<file path="config.mk">
export PLATFORM = sky130hd
export DESIGN_NAME = tt_input_conditioner_flat
export DESIGN_NICKNAME = d
export VERILOG_FILES = /design/src/rtl/tt_input_conditioner_pkg.sv /design/src/rtl/tt_input_conditioner_if.sv /design/src/rtl/tt_debounce_chan.sv /design/src/rtl/tt_input_conditioner.sv /design/src/flat_wrapper.sv
export SDC_FILE = /design/constraint.sdc
export NUM_CORES = 1
export LEC_CHECK = 0
export CORE_UTILIZATION = 30
export DETAILED_ROUTE_END_ITERATION = 16
export PLACE_DENSITY_LB_ADDON = 0.3
export SLEW_MARGIN = 25
export SYNTH_ARGS = -nofsm -noshare
export SYNTH_HDL_FRONTEND = slang
export SYNTH_SLANG_ARGS = --single-unit
</file>
<file path="constraint.sdc">
create_clock -name io_io_in -period 3.1 [get_ports io_io_in]
set_input_delay 0.93 -clock io_io_in [delete_from_list [all_inputs] [get_ports io_io_in]]
set_output_delay 0.93 -clock io_io_in [all_outputs]
set_load 0.01 [all_outputs]
</file>
<file path="src/rtl/tt_input_conditioner_pkg.sv">
// Shared constants and types for the Tiny Tapeout input conditioner.
// Pad bit positions, default debounce length and the io_out payload layout.
package tt_input_conditioner_pkg;

  localparam int unsigned IO_W                = 8;
  localparam int unsigned CLK_BIT             = 0;
  localparam int unsigned RST_BIT             = 1;
  localparam int unsigned RAW_LSB             = 2;
  localparam int unsigned NUM_CH              = 3;
  localparam int unsigned PULSE_BIT           = 3;
  localparam int unsigned CNT_LSB             = 4;
  localparam int unsigned CNT_W               = 4;
  localparam int unsigned DEBOUNCE_CYCLES_DEF = 4;

  // io_out layout: {count[7:4], pulse[3], level[2:0]}
  typedef struct packed {
    logic [CNT_W-1:0]  count;
    logic              pulse;
    logic [NUM_CH-1:0] level;
  } io_out_t;

  // Debounce counter width able to hold 0..n
  function automatic int unsigned dbc_cnt_width(input int unsigned n);
    return $clog2(n + 1);
  endfunction

endpackage

</file>
<file path="src/rtl/tt_input_conditioner_if.sv">
// Tiny Tapeout 8-in/8-out user-module pad bundle.
// The host side drives io_in and observes io_out; the user module is the reverse.
interface tt_input_conditioner_if;
  import tt_input_conditioner_pkg::*;

  logic [IO_W-1:0] io_in;
  logic [IO_W-1:0] io_out;

  modport master (output io_in, input io_out);
  modport slave  (input io_in, output io_out);

endinterface

</file>
<file path="src/rtl/tt_debounce_chan.sv">
// One conditioning channel: 2-FF synchroniser, N-cycle debounce, stable level and rise pulse.
// rise_c_o is the unregistered "level rises on this edge" strobe, for same-edge consumers.
module tt_debounce_chan
  import tt_input_conditioner_pkg::*;
#(
  parameter int unsigned N = DEBOUNCE_CYCLES_DEF
) (
  input  logic clk,
  input  logic rst,
  input  logic raw_i,
  output logic level_o,
  output logic rise_o,
  output logic rise_c_o
);

  localparam int unsigned CW = dbc_cnt_width(N);

  logic          s1_q;
  logic          s2_q;
  logic          stable_q;
  logic          stable_d;
  logic          rise_q;
  logic [CW-1:0] cnt_q;
  logic [CW-1:0] cnt_d;

  // Any disagreement must persist N consecutive cycles before it is accepted
  always_comb begin
    stable_d = stable_q;
    cnt_d    = '0;
    if (s2_q == stable_q) begin
      cnt_d = '0;
    end else if (cnt_q == CW'(N - 1)) begin
      stable_d = s2_q;
      cnt_d    = '0;
    end else begin
      cnt_d = cnt_q + CW'(1);
    end
  end

  assign rise_c_o = stable_d & ~stable_q;

  always_ff @(posedge clk) begin
    if (rst) begin
      s1_q     <= 1'b0;
      s2_q     <= 1'b0;
      cnt_q    <= '0;
      stable_q <= 1'b0;
      rise_q   <= 1'b0;
    end else begin
      s1_q     <= raw_i;
      s2_q     <= s1_q;
      cnt_q    <= cnt_d;
      stable_q <= stable_d;
      rise_q   <= rise_c_o;
    end
  end

  assign level_o = stable_q;
  assign rise_o  = rise_q;

endmodule

</file>
<file path="src/rtl/tt_input_conditioner.sv">
// Input conditioner ahead of the AND/OR gate module: three debounced levels, a rise pulse
// and a channel-0 press counter. Counter built only with TT_INCOND_EVENT_COUNT_EN defined.
module tt_input_conditioner
  import tt_input_conditioner_pkg::*;
#(
  parameter int unsigned DEBOUNCE_CYCLES = DEBOUNCE_CYCLES_DEF
) (
  tt_input_conditioner_if.slave io
);

  logic              clk;
  logic              rst;
  logic [NUM_CH-1:0] raw;
  logic [NUM_CH-1:0] level;
  logic [NUM_CH-1:0] rise;
  logic [NUM_CH-1:0] rise_c;
  logic [CNT_W-1:0]  count;
  io_out_t           out_c;
  logic              unused_io;

  assign clk = io.io_in[CLK_BIT];
  assign rst = io.io_in[RST_BIT];
  assign raw = io.io_in[RAW_LSB +: NUM_CH];

  for (genvar g = 0; g < NUM_CH; g++) begin : g_chan
    tt_debounce_chan #(
      .N (DEBOUNCE_CYCLES)
    ) u_chan (
      .clk      (clk),
      .rst      (rst),
      .raw_i    (raw[g]),
      .level_o  (level[g]),
      .rise_o   (rise[g]),
      .rise_c_o (rise_c[g])
    );
  end

`ifdef TT_INCOND_EVENT_COUNT_EN
  logic [CNT_W-1:0] count_q;
  logic [CNT_W-1:0] count_d;

  // Counts on the same edge the channel-0 rise pulse is set; wraps silently
  always_comb begin
    count_d = count_q;
    if (rise_c[0]) begin
      count_d = count_q + CNT_W'(1);
    end
  end

  always_ff @(posedge clk) begin
    if (rst) begin
      count_q <= '0;
    end else begin
      count_q <= count_d;
    end
  end

  assign count = count_q;
`else
  assign count = '0;
`endif

  // Pads 7:5 are not connected to anything; only channel 0's early strobe is consumed
  assign unused_io = &{1'b0, io.io_in[IO_W-1:RAW_LSB+NUM_CH], rise_c};

  assign out_c.count = count;
  assign out_c.pulse = |rise;
  assign out_c.level = level;
  assign io.io_out   = out_c;

endmodule

</file>
<file path="src/flat_wrapper.sv">
// flat-port wrapper written by rule: the top's interface ports become plain ports
module tt_input_conditioner_flat import tt_input_conditioner_pkg::*;
#(
  parameter int unsigned DEBOUNCE_CYCLES = DEBOUNCE_CYCLES_DEF
)
  (io_io_in, io_io_out);
  tt_input_conditioner_if io_i ();
  input wire logic [$bits(io_i.io_in)-1:0] io_io_in;
  output wire logic [$bits(io_i.io_out)-1:0] io_io_out;
  assign io_i.io_in = io_io_in;
  assign io_io_out = io_i.io_out;
  tt_input_conditioner #(.DEBOUNCE_CYCLES(DEBOUNCE_CYCLES)) u_core (.io(io_i));
endmodule
</file>
==> flow_summary.yaml <==
sta:
  fin_crit_sh_pct: 76.2
  finalSetupViolations: 0
  final.min_clock_period_ps: 2360
  grt_setup_unrepaired: "false"
  hold_viol_final: 3
  clock_skew_ps: 3.68
  finalSetupTns_ps: 0
  fmax_mhz: 423
  fin_hold_ws_ps: -173
  finalMaxSlewViolations: 0
power:
  p_leak_nw: 0.359
  swShare_pct: 32.7
  p_int_uw: 478
  combPwrFrac_pct: 0.3
  power_density_nw_per_um2: 814
  max-vdd-ir-drop_v: 0.000457
  switchingPower_uw: 232
  clock_power_share_pct: 57.2
  seqPwrFrac_pct: 42.5
worst_setup_path:
  r2r_end: "u_core.g_chan[2].u_chan.cnt_q[2]"
  cpPeakStageDelay_ps: 480
  worst-setup-path-type: "flop to output pin"
  cp_cell_sequence: "or3_1 -> clkdlybuf4s50_1"
  cpMaxStageDelayCell: "clkdlybuf4s50_1"
  cp.required_ps: 2170
  crit_path_end_kind: "output pin"
  reg2regPathDepth: 3
  crit_fanout: 1
  r2r_start: "u_core.g_chan[2].u_chan.cnt_q[0]"
  cp-start-kind: "flop"
  worstPathArrival_ps: 1430
  r2r_slack_ps: 1960
synthesis:
  ys_seq_elements: 21
  synth.area.mux_share_pct: 1.26
  synth_xor_xnor_area_share_pct: 3.30
  synth_top_area_cell: "dfxtp_1"
  synth_top_area_share_pct: 52.7
  avgSynthCellArea_sq_um: 11.4
  yosysSeqAreaShare_pct: 52.7
  synth.area.top_cells: "dfxtp_1 53%, ha_1 9.4%, buf_4 8.5%"
  synth_edf_count: 0
  async_flop_share_pct: 0
  synth_compound_area_share_pct: 1.26
  synth_cells: 70
  yosys.area_share.simple_pct: 21.7
  netlist_top_cells_count: "21 x dfxtp_1, 9 x buf_4, 6 x ha_1, 6 x nor2b_1, 6 x nor4_1"
  synth_top_family_by_area: "simple AND/OR/NAND/NOR gates"
  yosys.area_share.adder_pct: 9.42
  ys_types: 17
  synth_area_sq_um: 797
  synthFlopType: "dfxtp_1"
  yosysWarningCount: 0
  synth.most_common_cell: "dfxtp_1"
die:
  die_y_um: 53.5
  ioPinCount: 16
  start_util_pct: 31.9
  die_area_sq_um: 2870
  die_width_um: 53.5
  fp.coreArea_sq_um: 2500
  rows: 18
clock_tree:
  clk_latency_ps: 290
  cts_resized: 0
  clkTransAtPathRegs_ps: 110
  cts_tree: "yes"
  cts_setup_buffers: 0
  cts_hold_buf: 0
detailed_routing:
  drt_pass1_iterations: 4
  route.detailed.drc: 0
  finalWirelength_mm: 1.01
  num_vias: 464
  routed_via_density: 4.38
  detail_route.wl_per_cell_um: 9.50
  antenna_left: 0
  first_iter_violations: 4
finish:
  nets: 90
  drive_gt1_share_pct: 14.5
  nFillCells: 258
  syn_to_final_growth_pct: 9.42
  antennaDiodeCount: 0
hold_path:
  worstHoldStart: "io_io_in[3]"
  hold_path_end: "u_core.g_chan[1].u_chan.s1_q"
  hold_path.class: "clock port to flop"
  holdPathStages: 1
outcome:
  outcome: "finished, violations left"
  violations: "negative hold slack"
placement:
  gp_congestion: 0.601
  portBuffers: 4
grt:
  track_usage_pct: 10.1
  grt_util_met2_pct: 8.54
  grt_max_degree: 13
  met1_usage_pct: 6.20
  grt_use_met3_pct: 13.8
  busiest_layer: "met4"
  grt_pass1_wl_mm: 1.77
  grt_overflow: 0
  grt_pass1_vias: 544
  antenna_found_initial: 0
run:
  drv_cap: 0
cell usage in the layout, fill, tap and decap left out, types with 2 or more instances in the layout:
| cell type | netlist | layout |
|---|---|---|
| nor4_1 | 6 | 6 |
| nand2b_1 | 2 | 2 |
| a21oi_1 | 2 | 2 |
| clkbuf_4 | 0 | 6 |
| inv_1 | 3 | 3 |
| nand2_1 | 2 | 2 |
| nor3_1 | 2 | 2 |
| nor2b_1 | 6 | 6 |
| conb_1 | 1 | 4 |
| clkdlybuf4s50_1 | 0 | 4 |
| dfxtp_1 | 21 | 21 |
| nor4b_2 | 3 | 3 |
| xnor2_1 | 3 | 3 |
| ha_1 | 6 | 6 |
worst max-delay path, delay by kind of cell, from the launching register on:
| kind | cells | cell delay [ps] |
|---|---|---|
| simple gates | 1 | 350 |
| flops | 1 | 310 |
| buf+inv | 1 | 480 |
metal layers:
layer  vias up  routed length [um]
met2        17                 438
met4         0                  38
li1        239                   -
met3         8                  96
met1       200                 434
met5         -                   0
worst max path at each step:
stage | from | to | slack (ps) | cells after the start
after floorplan | io_io_in[1] | u_core.g_chan[2].u_chan.cnt_q[1] | 1080 | 2
after global placement | u_core.g_chan[1].u_chan.rise_o | io_io_out[3] | 1070 | 2
after detailed placement | u_core.g_chan[1].u_chan.rise_o | io_io_out[3] | 1060 | 2
after CTS | u_core.g_chan[1].u_chan.rise_o | io_io_out[3] | 710 | 2
after global routing | u_core.g_chan[1].u_chan.rise_o | io_io_out[3] | 680 | 2
final | u_core.g_chan[1].u_chan.rise_o | io_io_out[3] | 740 | 2
power by group through the flow:
stage / logic, mW / clock network, mW / registers [mW]
floorplan: 0.00584 / 0.212 / 0.311
global placement: 0.00209 / 0.119 / 0.311
detailed placement: 0.00209 / 0.119 / 0.311
CTS: 0.00209 / 0.436 / 0.302
global route: 0.00268 / 0.482 / 0.302
finish: 0.00216 / 0.406 / 0.302
state kept, by name, summed over array words and instances, names as in the netlist:
signal and flops:
u_core.g_chan.u_chan.cnt_q 9, u_core.g_chan.u_chan.level_o 3, u_core.g_chan.u_chan.rise_o 3, u_core.g_chan.u_chan.s1_q 3, u_core.g_chan.u_chan.s2_q 3
final cells by class:
cell class                      count  area [sq um]  area share (%)
Clock buffer                        7          48.8            5.60
Clock inverter                      1          5.00           0.574
Inverter                            3          11.3            1.29
Multi-Input combinational cell     40           309            35.4
Sequential cell                    21           420            48.2
Tap cell                           30          37.5            4.30
Timing Repair Buffer                4          40.0            4.59
through the flow:
step / worst slack (ps) / std cells / utilization (%) / area (sq um) / power (mW)
4_1_cts: 715 / 106 / 34.9 / 872 / 0.740
3_3_place_gp: 1070 / 98 / 32.7 / 818 / 0.432
5_1_grt: 676 / 106 / 34.9 / 872 / 0.786
2_1_floorplan: 1080 / 73 / - / 808 / 0.528
6_report: 737 / 106 / 34.9 / 872 / 0.710
3_5_place_dp: 1060 / 98 / 32.7 / 818 / 0.432
cell families after synthesis:
kind of cell	Yosys count
xor gates and xnor gates	3
buffers and inverters	12
and+or+nand+nor	24
muxes	1
AOI/OAI and AO/OA	2
other	1
DFF	21
adders and majority gates	6
(Power assumes the default switching activity.)
